===== src/rtl/display_scheduler.sv =====
// display_scheduler: arbitrates result/entry display requests onto the 7-segment serializer and refreshes the held frame.
// Optional feature: define DISPLAY_SCHED_LZ_BLANK_EN to blank leading zero digits when a frame is loaded.
module display_scheduler #(
  parameter int unsigned REFRESH_CYCLES = 4096,
  parameter int unsigned START_TIMEOUT  = 8,
  parameter logic [3:0]  BLANK_DIGIT    = 4'hF
) (
  input  logic        clk,
  input  logic        rst,
  input  logic        req_result,
  input  logic [15:0] result_bcd,
  output logic        ack_result,
  input  logic        req_entry,
  input  logic [15:0] entry_bcd,
  output logic        ack_entry,
  input  logic        ser_busy,
  output logic        ser_enable,
  output logic [15:0] ser_bcd,
  output logic        busy,
  output logic        timeout_err
);

  typedef enum logic [1:0] {IDLE, LOAD, START, WAIT_DONE} state_e;

  localparam int unsigned RCW = $clog2(REFRESH_CYCLES);
  localparam int unsigned TCW = (START_TIMEOUT > 1) ? $clog2(START_TIMEOUT) : 1;
  localparam logic [RCW-1:0] REFRESH_LAST = RCW'(REFRESH_CYCLES - 1);
  localparam logic [TCW-1:0] TIMEOUT_LAST = TCW'(START_TIMEOUT - 1);
  localparam logic [15:0]    BLANK_WORD   = {4{BLANK_DIGIT}};

  state_e          state_q, state_d;
  logic [15:0]     held_q, held_d;
  logic [15:0]     ser_bcd_q, ser_bcd_d;
  logic            ser_enable_q, ser_enable_d;
  logic            timeout_err_q, timeout_err_d;
  logic [RCW-1:0]  refresh_cnt_q, refresh_cnt_d;
  logic [TCW-1:0]  start_cnt_q, start_cnt_d;

  function automatic logic [15:0] display_word(input logic [15:0] word);
`ifdef DISPLAY_SCHED_LZ_BLANK_EN
    logic [15:0] shown;
    logic        leading;
    shown   = word;
    leading = 1'b1;
    // The units digit [3:0] is always shown, so a zero value renders as a single 0.
    for (int i = 3; i >= 1; i--) begin
      if (leading && (word[i*4 +: 4] == 4'h0)) shown[i*4 +: 4] = BLANK_DIGIT;
      else leading = 1'b0;
    end
    return shown;
`else
    return word;
`endif
  endfunction

  // Acks answer in the very cycle the request is sampled in IDLE, so they decode state and request directly.
  assign ack_result = rst && (state_q == IDLE) && req_result;
  assign ack_entry  = rst && (state_q == IDLE) && !req_result && req_entry;

  always_comb begin
    // NOTE: every _d gets its hold value first so no path through the case can infer a latch.
    state_d       = state_q;
    held_d        = held_q;
    ser_bcd_d     = ser_bcd_q;
    ser_enable_d  = ser_enable_q;
    timeout_err_d = timeout_err_q;
    refresh_cnt_d = refresh_cnt_q;
    start_cnt_d   = start_cnt_q;
    unique case (state_q)
      IDLE: begin
        if (req_result) begin
          held_d  = result_bcd;
          state_d = LOAD;
        end else if (req_entry) begin
          held_d  = entry_bcd;
          state_d = LOAD;
        end else if (refresh_cnt_q == REFRESH_LAST) begin
          state_d = LOAD;
        end else begin
          refresh_cnt_d = refresh_cnt_q + 1'b1;
        end
      end
      LOAD: begin
        ser_bcd_d     = display_word(held_q);
        refresh_cnt_d = '0;
        start_cnt_d   = '0;
        ser_enable_d  = 1'b1;
        state_d       = START;
      end
      START: begin
        if (ser_busy) begin
          ser_enable_d = 1'b0;
          state_d      = WAIT_DONE;
        end else if (start_cnt_q == TIMEOUT_LAST) begin
          ser_enable_d  = 1'b0;
          timeout_err_d = 1'b1;
          state_d       = IDLE;
        end else begin
          start_cnt_d = start_cnt_q + 1'b1;
        end
      end
      WAIT_DONE: begin
        if (!ser_busy) begin
          timeout_err_d = 1'b0;
          refresh_cnt_d = '0;
          state_d       = IDLE;
        end
      end
      default: state_d = IDLE;
    endcase
  end

  always_ff @(posedge clk or negedge rst) begin
    if (!rst) begin
      state_q       <= IDLE;
      held_q        <= BLANK_WORD;
      ser_bcd_q     <= BLANK_WORD;
      ser_enable_q  <= 1'b0;
      timeout_err_q <= 1'b0;
      refresh_cnt_q <= '0;
      start_cnt_q   <= '0;
    end else begin
      // NOTE: non-blocking assignments so every flop samples the pre-edge values regardless of statement order.
      state_q       <= state_d;
      held_q        <= held_d;
      ser_bcd_q     <= ser_bcd_d;
      ser_enable_q  <= ser_enable_d;
      timeout_err_q <= timeout_err_d;
      refresh_cnt_q <= refresh_cnt_d;
      start_cnt_q   <= start_cnt_d;
    end
  end

  assign ser_enable  = ser_enable_q;
  assign ser_bcd     = ser_bcd_q;
  assign timeout_err = timeout_err_q;
  assign busy        = (state_q != IDLE);

endmodule


===== config.mk =====
export PLATFORM = sky130hd
export DESIGN_NAME = display_scheduler
export DESIGN_NICKNAME = d
export VERILOG_FILES = /design/src/rtl/display_scheduler.sv
export SDC_FILE = /design/constraint.sdc
export NUM_CORES = 1
export LEC_CHECK = 0
export ABC_AREA = 1
export CORE_MARGIN = 2
export CORE_UTILIZATION = 50
export DETAILED_ROUTE_END_ITERATION = 10
export GPL_ROUTABILITY_DRIVEN = 0
export PLACE_DENSITY = 0.89
export SLEW_MARGIN = 30
export SYNTH_ARGS = -nofsm -noshare
export SYNTH_HDL_FRONTEND = slang
export SYNTH_SLANG_ARGS = --single-unit
export TNS_END_PERCENT = 100

===== constraint.sdc =====
create_clock -name clk -period 1.63 [get_ports clk]
set_input_delay 0.2445 -clock clk [delete_from_list [all_inputs] [get_ports clk]]
set_output_delay 0.2445 -clock clk [all_outputs]
set_load 0.01 [all_outputs]

==> results summary <==
At the worst endpoint, the required time is 1860 ps. The portion of synthesized cell area occupied by the leading cell type came out at 32.62%. The run finished, with violations left. The initial antenna violation count came out at 0. The max-slew violation count came out at 0. The first global-routing pass estimated 9929 µm of wire. Of the cells placed in the final design, the portion with a size suffix greater than 1 is 32.37%. The stage delay of the slowest cell on the critical path is 420 ps.

The starting utilization of the core area is 51.12%. Counting I/O delays and the setup requirement, the final critical path takes 1640 ps. The sum of met2 wire segment lengths after detailed routing came out at 3200 µm. The area growth from synthesis to layout is 34.90%. The worst path uses 100.6% of the clock period. STA puts the critical path data arrival time at 1870 ps. The library cells used most frequently in the layout, excluding fill and tap cells, are sky130_fd_sc_hd__nand2_1, sky130_fd_sc_hd__clkdlybuf4s50_1, sky130_fd_sc_hd__dfstp_2. The pre-CTS setup slack came out at -205.7 ps. The maximum clock frequency is 609.7 MHz. Among all stages on the critical path, the largest delay is contributed by sky130_fd_sc_hd__dfrtp_1. The first TritonRoute pass finished after 4 iterations. The detailed-route wire length is 6072 µm. The horizontal die dimension is 75.80 µm. The number of storage elements in the synthesis netlist came out at 51. The count of input and output buffers came out at 57. For the final database, setup skew stands at 12.48 ps. The number of hold violations in the final report came out at 0. The standby leakage power is 1.493 nW. Ranked by total cell area, the synthesized netlist is headed by sky130_fd_sc_hd__dfstp_2, sky130_fd_sc_hd__dfrtp_1, sky130_fd_sc_hd__nand2_1. The setup violation total in the final timing report came out at 1.

The worst reg-to-reg path cell count is 8. The area of the die is 5745 µm². The transition time at the pin with the least slew margin came out at 633.9 ps.

The signal on the critical path passes through buf_6, ha_4, nand2_2, inv_2, nor3_4, nand3_2, buf_6, o21ai_2. The part of the Yosys area used for sequential elements came out at 51.07%. The antenna cell count came out at 0.

The number of buffers between clock root and the deepest sink is 2. The TritonCTS clock tree is yes. The routed design uses 331 µm of met3 wire.

The type of element capturing the critical path is a flop. The kind of cell with the highest combined delay along the critical path is simple AND/OR/NAND/NOR gates. The via count of the first global-routing pass came to 2209. The nature of the critical path startpoint is a flop. For this run, design rule violations remaining after detail routing come to 0. The highest ir drop seen on vdd came out at 0.9320 mV. The violation count after the first detailed-routing iteration came out at 160. Setup repair after global routing could not meet its margin everywhere. The count of filler cells inserted in the layout is 356.

The tree is rooted in a sky130_fd_sc_hd__clkbuf_8. The worst pin sits at a relative slew slack of 57.74%. The worst hold path belongs to the class in -> async. The overall global routing resource usage came out at 23.20%. For this run the aggregate overflow at the end of global routing stands at 0. Of all nets on the critical path, the largest fanout is 7. The number of instances in the synthesized netlist is 271.

The power density of the placed cells is 1752 nW/µm². The top layer used by detailed routing is met4. The clock-pin slew on the worst setup and hold paths is 100 ps. The critical path is of the reg -> reg type. The pin count of the biggest net entering global routing came out at 52.

The H-tree depth came out at 2. The via total after detailed routing came out at 2164. The biggest area consumer among synthesized cells is sky130_fd_sc_hd__dfstp_2. Clock tree synthesis inserted a total of 5 buffers.

The total buffers and inverters traversed by the critical path is 3. The detail route stage leaves a number of antenna-violating nets equal to 0. For this run, the number of Yosys warnings is 0. The average vias per placed instance is 5.202. The die is 75.80 µm tall. The summed instance area of the synthesized netlist is 2577 µm². In the final routing, the length of wire on met1 measures 2441 µm. For this run, the post-layout net count is 389. The checks that failed: setup timing. The number of library cell types mapped by synthesis came out at 29. The final worst-path setup slack is -10.12 ps. The overall power of the completed layout is 6.093 mW. The synthesized area divided by synthesized cell count came out at 9.511 µm². The initialized floorplan defines 26 standard-cell rows. Hold is met by 104.2 ps. At the later pin of the worst-skew pair, clock insertion delay measures 310 ps. The top-level I/O count is 58. The final HPWL from detailed placement is 4065 µm. For this design, the CTS-stage hold fixing added 0 buffers. In the final routed layout, each cell accounts on average for 14.60 µm. The library cell used most frequently in the layout, excluding fill and tap cells, is sky130_fd_sc_hd__nand2_1. The region available for standard cell placement spans 5042 µm².

The total nets after synthesis is 315. The utilization of the core after routing is 68.96%. The number of max-cap violations came out at 0. The most used cell along the critical path is sky130_fd_sc_hd__buf_6. After routing, the total negative slack on setup checks comes to -10.12 ps. The number of stages on the worst setup path came out at 8. The tree built by TritonCTS fans out to 51 sinks.
-- metrics by stage --
step	instance area, µm²	cells
after floorplan	2577	271
after global placement	3298	406
after detailed placement	3298	406
after CTS	3418	415
after global routing	3477	416
final	3477	416
-- registers in the layout (all words and copies together), names as in the netlist --
signal and flops:
refresh_cnt_q 12, start_cnt_q 3, state_q 2, timeout_err 1, held_q 16, ser_bcd 16, ser_enable 1
-- synthesized netlist by cell type --
| master | instances |
|---|---|
| sky130_fd_sc_hd__nand2_2 | 1 |
| sky130_fd_sc_hd__nand3_2 | 1 |
| sky130_fd_sc_hd__inv_1 | 11 |
| sky130_fd_sc_hd__xor2_1 | 4 |
| sky130_fd_sc_hd__o21a_1 | 1 |
| sky130_fd_sc_hd__clkbuf_1 | 1 |
| sky130_fd_sc_hd__dfstp_2 | 32 |
| sky130_fd_sc_hd__nor2_2 | 2 |
| sky130_fd_sc_hd__clkinv_1 | 1 |
| sky130_fd_sc_hd__nor3_4 | 1 |
| sky130_fd_sc_hd__xnor2_1 | 3 |
| sky130_fd_sc_hd__nand2_1 | 80 |
| sky130_fd_sc_hd__a31oi_1 | 16 |
| sky130_fd_sc_hd__nand3_1 | 11 |
| sky130_fd_sc_hd__inv_2 | 1 |
| sky130_fd_sc_hd__nor2_1 | 29 |
| sky130_fd_sc_hd__nand3b_1 | 1 |
| sky130_fd_sc_hd__nand4_1 | 1 |
| sky130_fd_sc_hd__nand4_2 | 1 |
| sky130_fd_sc_hd__o21ai_2 | 11 |
| sky130_fd_sc_hd__o21ai_0 | 6 |
| sky130_fd_sc_hd__nor2_4 | 1 |
| sky130_fd_sc_hd__a21oi_1 | 3 |
| sky130_fd_sc_hd__dfrtp_1 | 19 |
| sky130_fd_sc_hd__mux2_2 | 16 |
| sky130_fd_sc_hd__ha_1 | 7 |
| sky130_fd_sc_hd__nor2_8 | 1 |
| sky130_fd_sc_hd__buf_2 | 6 |
| sky130_fd_sc_hd__buf_6 | 3 |
-- final timing paths --
check / from / to / slack, ps
hold / removal: rst / timeout_err / 100
hold reg to reg: held_q[2] / held_q[2] / 510
max in group asynchronous: rst / refresh_cnt_q[0] / 1100
setup / recovery: state_q[1] / refresh_cnt_q[0] / -10
setup reg to reg: state_q[1] / refresh_cnt_q[0] / -10
min in group clk: result_bcd[2] / held_q[2] / 460
-- per-layer routing --
metal / vias up / GRT usage [%]
met5: - / 0
met4: 0 / 7.797
met1: 1049 / 27.95
li1: 1043 / -
met3: 8 / 5.423
met2: 64 / 40.71
-- where the power goes --
group | total (mW) | switching [mW] | internal [mW]
registers | 2.38 | 0.311 | 2.07
clock network | 0.918 | 0.452 | 0.466
logic | 2.80 | 1.45 | 1.35
-- final cells by class --
cell class	instances	area [µm²]	share of cell area (%)
flip-flops and latches	51	1316	37.86
inverters	13	51.30	1.475
clock inverters	3	47.55	1.367
repair buffers	77	703.2	20.22
clock buffers	5	68.82	1.979
multi-input cells	197	1202	34.58
well taps	70	87.58	2.519
-- cell families after synthesis --
logic type,synth area share [%]
xor+xnor,2.379
flops,51.07
simple gates,21.99
buf+inv,4.514
mux,6.990
fa+ha+maj,3.398
compound gates,9.660
-- repair_timing --
action,4_1_cts,5_1_grt
gates resized for setup,30,20
pin swaps,2,4
setup buffers,1,2
setup endpoints to repair,18,23
Power figures use the tool's default switching activity.
==> variant 1: new RTL, same flow settings <==
Set the parameter `REFRESH_CYCLES` to 1024 (it was 4096).
--- a/src/rtl/display_scheduler.sv
+++ b/src/rtl/display_scheduler.sv
@@ -1,7 +1,7 @@
 // display_scheduler: arbitrates result/entry display requests onto the 7-segment serializer and refreshes the held frame.
 // Optional feature: define DISPLAY_SCHED_LZ_BLANK_EN to blank leading zero digits when a frame is loaded.
 module display_scheduler #(
-  parameter int unsigned REFRESH_CYCLES = 4096,
+  parameter int unsigned REFRESH_CYCLES = 1024,
   parameter int unsigned START_TIMEOUT  = 8,
   parameter logic [3:0]  BLANK_DIGIT    = 4'hF
 ) (
Behaviour: same outputs for any inputs over 10 cycles, from zero or initial values and one cycle with rst low; that may be too few to reach the edited logic, so the function may still have changed.
==> variant 1 against the unedited design <==
- via count is 5.4% lower
- total power is 7.1% lower
- sequential cell count decreased by 2
- global-route usage is 1.6 points lower
- area after synthesis shrank 6.8%
- worst setup slack improved by 0.052 ns
- maximum frequency increased by 3.3%
- cell area is 6.2% lower
- routed wire length decreased by 12%
- critical endpoint is now ack_entry
==> variant 1: results (changes against the unedited design) <==
<table>
<tr><th>Metric</th><th>Value</th></tr>
<tr><th colspan="2">Synth</th></tr>
<tr><td>Net Count, Synth</td><td>300 (-4.8%)</td></tr>
<tr><td>Fraction of the yosys area taken by sequential cells</td><td>0.527 (+0.0167)</td></tr>
<tr><td>Top cells by area, synth</td><td>sky130_fd_sc_hd__dfstp_2 35%, sky130_fd_sc_hd__dfrtp_1 18%, sky130_fd_sc_hd__nand2_1 12%</td></tr>
<tr><td>Top cells by instance count after synthesis</td><td>74 x sky130_fd_sc_hd__nand2_1, 32 x sky130_fd_sc_hd__dfstp_2, 23 x sky130_fd_sc_hd__nor2_1</td></tr>
<tr><th colspan="2">Finish</th></tr>
<tr><td>Total Nets Final</td><td>368 (-5.4%)</td></tr>
<tr><td>Fraction of layout instances using a drive strength above 1</td><td>0.268 (-0.0560)</td></tr>
<tr><td>Number of filler cells placed in the layout</td><td>353 (-0.84%)</td></tr>
<tr><th colspan="2">Worst setup path</th></tr>
<tr><td>Worst flop-to-flop path endpoint</td><td>refresh_cnt_q[3]</td></tr>
<tr><td>Register-to-register path setup slack</td><td>0.10 ns (+0.11 ns)</td></tr>
<tr><td>Setup crit start</td><td>state_q[0]</td></tr>
<tr><td>Crit path DAT</td><td>1.34 ns (-0.53 ns)</td></tr>
<tr><td>Stage delay of the slowest cell on the critical path</td><td>0.38 ns (-0.04 ns)</td></tr>
<tr><td>Critical path destination</td><td>ack_entry</td></tr>
<tr><td>Critical path peak fanout</td><td>3 (-4)</td></tr>
<tr><th colspan="2">Global route</th></tr>
<tr><td>Met3 Track Usage GR</td><td>0.0658 (+0.0116)</td></tr>
<tr><td>Via count of the first global-routing pass</td><td>2,036 (-7.8%)</td></tr>
<tr><td>Global Route Usage Sum</td><td>0.216 (-0.0157)</td></tr>
<tr><td>Met2 Track Usage GR</td><td>0.380 (-0.0267)</td></tr>
<tr><td>Global-route track usage on met1</td><td>0.258 (-0.0216)</td></tr>
<tr><td>First-pass GRT wire length</td><td>8.89 mm (-10%)</td></tr>
<tr><th colspan="2">Pwr</th></tr>
<tr><td>Standby leakage power</td><td>0.00145 uW (-3.1%)</td></tr>
<tr><th colspan="2">Routing</th></tr>
<tr><td>Number of detailed-routing iterations run before antenna repair</td><td>6 (+2)</td></tr>
<tr><td>1st-iter DRT viols</td><td>83 (-48%)</td></tr>
<tr><td>Routed via count divided by cell count</td><td>5.40 (+3.9%)</td></tr>
<tr><th colspan="2">Place</th></tr>
<tr><td>Half-perimeter wire length after detailed placement</td><td>3.89 mm (-4.4%)</td></tr>
<tr><th colspan="2">Run status</th></tr>
<tr><td>Result of the run</td><td>finished, final reports clean</td></tr>
<tr><th colspan="2">Timing</th></tr>
<tr><td>Slew of the pin with the lowest slew margin</td><td>0.602 ns (-0.0324 ns)</td></tr>
<tr><td>Clock skew</td><td>0.00423 ns (-0.00826 ns)</td></tr>
</table>
[variant 1: cell types whose count changed after synthesis, sizes merged, moves of 2 or more]
cell   before  now
xnor2       3    1
nor2       33   28
nand2      81   76
dfrtp      19   17
[variant 1: critical path: cells and delay by family, from the launching register on]
family	cells	cell delay (ns)
buffers and inverters	2	0.34
and+or+nand+nor	2	0.17
adders and majority gates	1	0.15
DFF	1	0.38
[variant 1: layout make-up]
cell class	count	area [um2]	area share
flip-flops and latches	49	1270	0.388
multi-input cells	185	1070	0.328
repair buffers	70	681	0.209
clock buffers	6	93.8	0.0288
well taps	54	67.6	0.0207
inverters	13	48.8	0.0150
clock inverters	2	35.0	0.0107
[variant 1: report_power, final]
part / internal [uW] / switching, uW
Combinational: 1210 / 1220
Clock: 548 / 406
Sequential: 2000 / 277
Total: 3760 / 1900
[variant 1: worst min-delay path by stage]
stage,end,slack [ns],depth (start not counted)
global route,timeout_err,0.09,2
CTS,refresh_cnt_q[1],0.06,2
finish,state_q[1],0.03,2
global placement,timeout_err,0.39,2
floorplan,refresh_cnt_q[0],-0.05,0
detailed placement,timeout_err,0.39,2
[variant 1: layer usage]
| layer | share of wire | wire length (um) |
|---|---|---|
| met1 | 0.40 | 2120 |
| met2 | 0.51 | 2750 |
| met3 | 0.079 | 421 |
| met4 | 0.012 | 62 |
| met5 | 0 | 0 |
[variant 1: cells by family after synthesis]
family	after synthesis	share of synthesized area
compound gates	38	0.0896
fa+ha+maj	7	0.0365
flops	49	0.527
mux	16	0.0750
xor+xnor	4	0.0146
simple gates	120	0.216
buf+inv	22	0.0412
[variant 1: per-stage QoR]
step | total power (uW) | cell area, um2 | worst slack [ns] | std cells
4_1_cts | 5610 | 3210 | -0.0193 | 378
6_report | 5660 | 3260 | 0.0419 | 379
5_1_grt | 6050 | 3260 | -0.0371 | 379
2_1_floorplan | 3680 | 2400 | 0.169 | 256
3_5_place_dp | 4730 | 3090 | -0.134 | 370
3_3_place_gp | 4610 | 3090 | -0.128 | 370
[variant 1: what timing repair did]
action	CTS	global route
pin swaps	0	2
setup endpoints to repair	11	21
gates cloned	0	0
gates resized for setup	16	19
buffers inserted	0	1
==> variant 2: new RTL, config.mk and constraints unchanged <==
Made on the original files. Re-encode `state_e` (4 states) as one-hot, 4 bits wide.
--- a/src/rtl/display_scheduler.sv
+++ b/src/rtl/display_scheduler.sv
@@ -20,7 +20,7 @@
   output logic        timeout_err
 );
 
-  typedef enum logic [1:0] {IDLE, LOAD, START, WAIT_DONE} state_e;
+  typedef enum logic [3:0] {IDLE = 4'b0001, LOAD = 4'b0010, START = 4'b0100, WAIT_DONE = 4'b1000} state_e;
 
   localparam int unsigned RCW = $clog2(REFRESH_CYCLES);
   localparam int unsigned TCW = (START_TIMEOUT > 1) ? $clog2(START_TIMEOUT) : 1;
Check against the original RTL: same outputs for any inputs over 10 cycles, from zero or initial values and one cycle with rst low; not proved beyond that.
==> variant 2 against the unedited design <==
- clock power decreased by 20%
- area after synthesis is 6.1% higher
- largest power group unchanged
- register-to-register slack gained 0.07 ns
- sequential share of layout area about the same
- routed wire length is 3.9% higher
- global-route usage is 1.8 points lower
- synthesized cell count is 25% higher
- sequential cell count up 2
- total power is 4.0% lower
- worst hold slack lost 0.022 ns
- cell area up 3.9%
- count of clock-buffer cells in the layout increased by 2
- worst setup slack improved by 0.034 ns
==> variant 2: results (changes against the unedited design) <==
<table>
<tr><th>Metric</th><th>Value</th></tr>
<tr><th colspan="2">Synth</th></tr>
<tr><td>Adder-cell share of the synthesized area</td><td>0.0137 (-0.0203)</td></tr>
<tr><td>Fraction of synthesized area in multiplexers</td><td>0 (-0.0699)</td></tr>
<tr><td>Net Count, Synth</td><td>378 (+20%)</td></tr>
<tr><td>Xor and xnor fraction of the mapped netlist area</td><td>0.00641 (-0.0174)</td></tr>
<tr><td>Post-synthesis average cell area</td><td>8.09 um2 (-15%)</td></tr>
<tr><th colspan="2">Run status</th></tr>
<tr><td>Result of the run</td><td>finished, final reports clean</td></tr>
<tr><th colspan="2">Finish</th></tr>
<tr><td>Multi-input gate share of the layout cell area</td><td>0.344 (-0.00185)</td></tr>
<tr><td>Layout buffering overhead excluding clock cells</td><td>0.205 (+0.00317)</td></tr>
<tr><td>Total Nets Final</td><td>456 (+17%)</td></tr>
<tr><td>Non-clock buffer instance count of the final layout</td><td>81 (+5.2%)</td></tr>
<tr><td>Post-layout util</td><td>0.694 (+0.00441)</td></tr>
<tr><td>Clock buffers and inverters, area share</td><td>0.0232 (-0.0103)</td></tr>
<tr><td>Fraction of layout instances using a drive strength above 1</td><td>0.254 (-0.0695)</td></tr>
<tr><th colspan="2">Pwr</th></tr>
<tr><td>Clk pwr share</td><td>0.126 (-0.025)</td></tr>
<tr><td>Standby leakage power</td><td>0.00176 uW (+18%)</td></tr>
<tr><th colspan="2">Place</th></tr>
<tr><td>Pre-CTS worst setup slack</td><td>-0.255 ns (-0.0494 ns)</td></tr>
<tr><th colspan="2">Timing</th></tr>
<tr><td>Clock skew</td><td>0.0107 ns (-0.00174 ns)</td></tr>
<tr><th colspan="2">Clocking</th></tr>
<tr><td>Setup Fix Bufs, Post-CTS</td><td>0 (-1)</td></tr>
<tr><td>Cts repair resizes</td><td>25 (-17%)</td></tr>
<tr><th colspan="2">Global route</th></tr>
<tr><td>First-pass GRT wire length</td><td>10.3 mm (+3.7%)</td></tr>
<tr><td>Global Route Usage Sum</td><td>0.214 (-0.0178)</td></tr>
<tr><td>Via count of the first global-routing pass</td><td>2,349 (+6.3%)</td></tr>
<tr><th colspan="2">Worst setup path</th></tr>
<tr><td>Crit path DAT</td><td>1.36 ns (-0.51 ns)</td></tr>
<tr><td>Setup crit start</td><td>state_q[0]</td></tr>
<tr><th colspan="2">Routing</th></tr>
<tr><td>1st-iter DRT viols</td><td>165 (+3.1%)</td></tr>
</table>
## variant 2: changes by cell type after synthesis, moves of 16 or more
cell                      change
sky130_fd_sc_hd__mux2_2      -16
sky130_fd_sc_hd__nor2_1      +25
sky130_fd_sc_hd__nand2_1     +33
sky130_fd_sc_hd__o31ai_1     +16
sky130_fd_sc_hd__nand2_2     +16
sky130_fd_sc_hd__a31oi_1     -16
## variant 2: path summary, 6_finish.rpt
check / slack (ns) / cells past startpoint / end
worst min register to register: 0.46 / 2 / ser_bcd[1]
min in group clk: 0.35 / 3 / held_q[14]
max in group asynchronous: 1.13 / 2 / refresh_cnt_q[4]
worst max-delay path: 0.02 / 5 / ack_entry
worst max register to register: 0.06 / 6 / ser_bcd[0]
worst min-delay path: 0.08 / 2 / state_q[1]
## variant 2: routing by layer
layer	up-vias	part of all wire	global-route usage
met2	60	0.52	0.373
met1	1139	0.43	0.264
met5	-	0	0
met3	7	0.043	0.0442
li1	1222	-	-
met4	0	0.013	0.0719
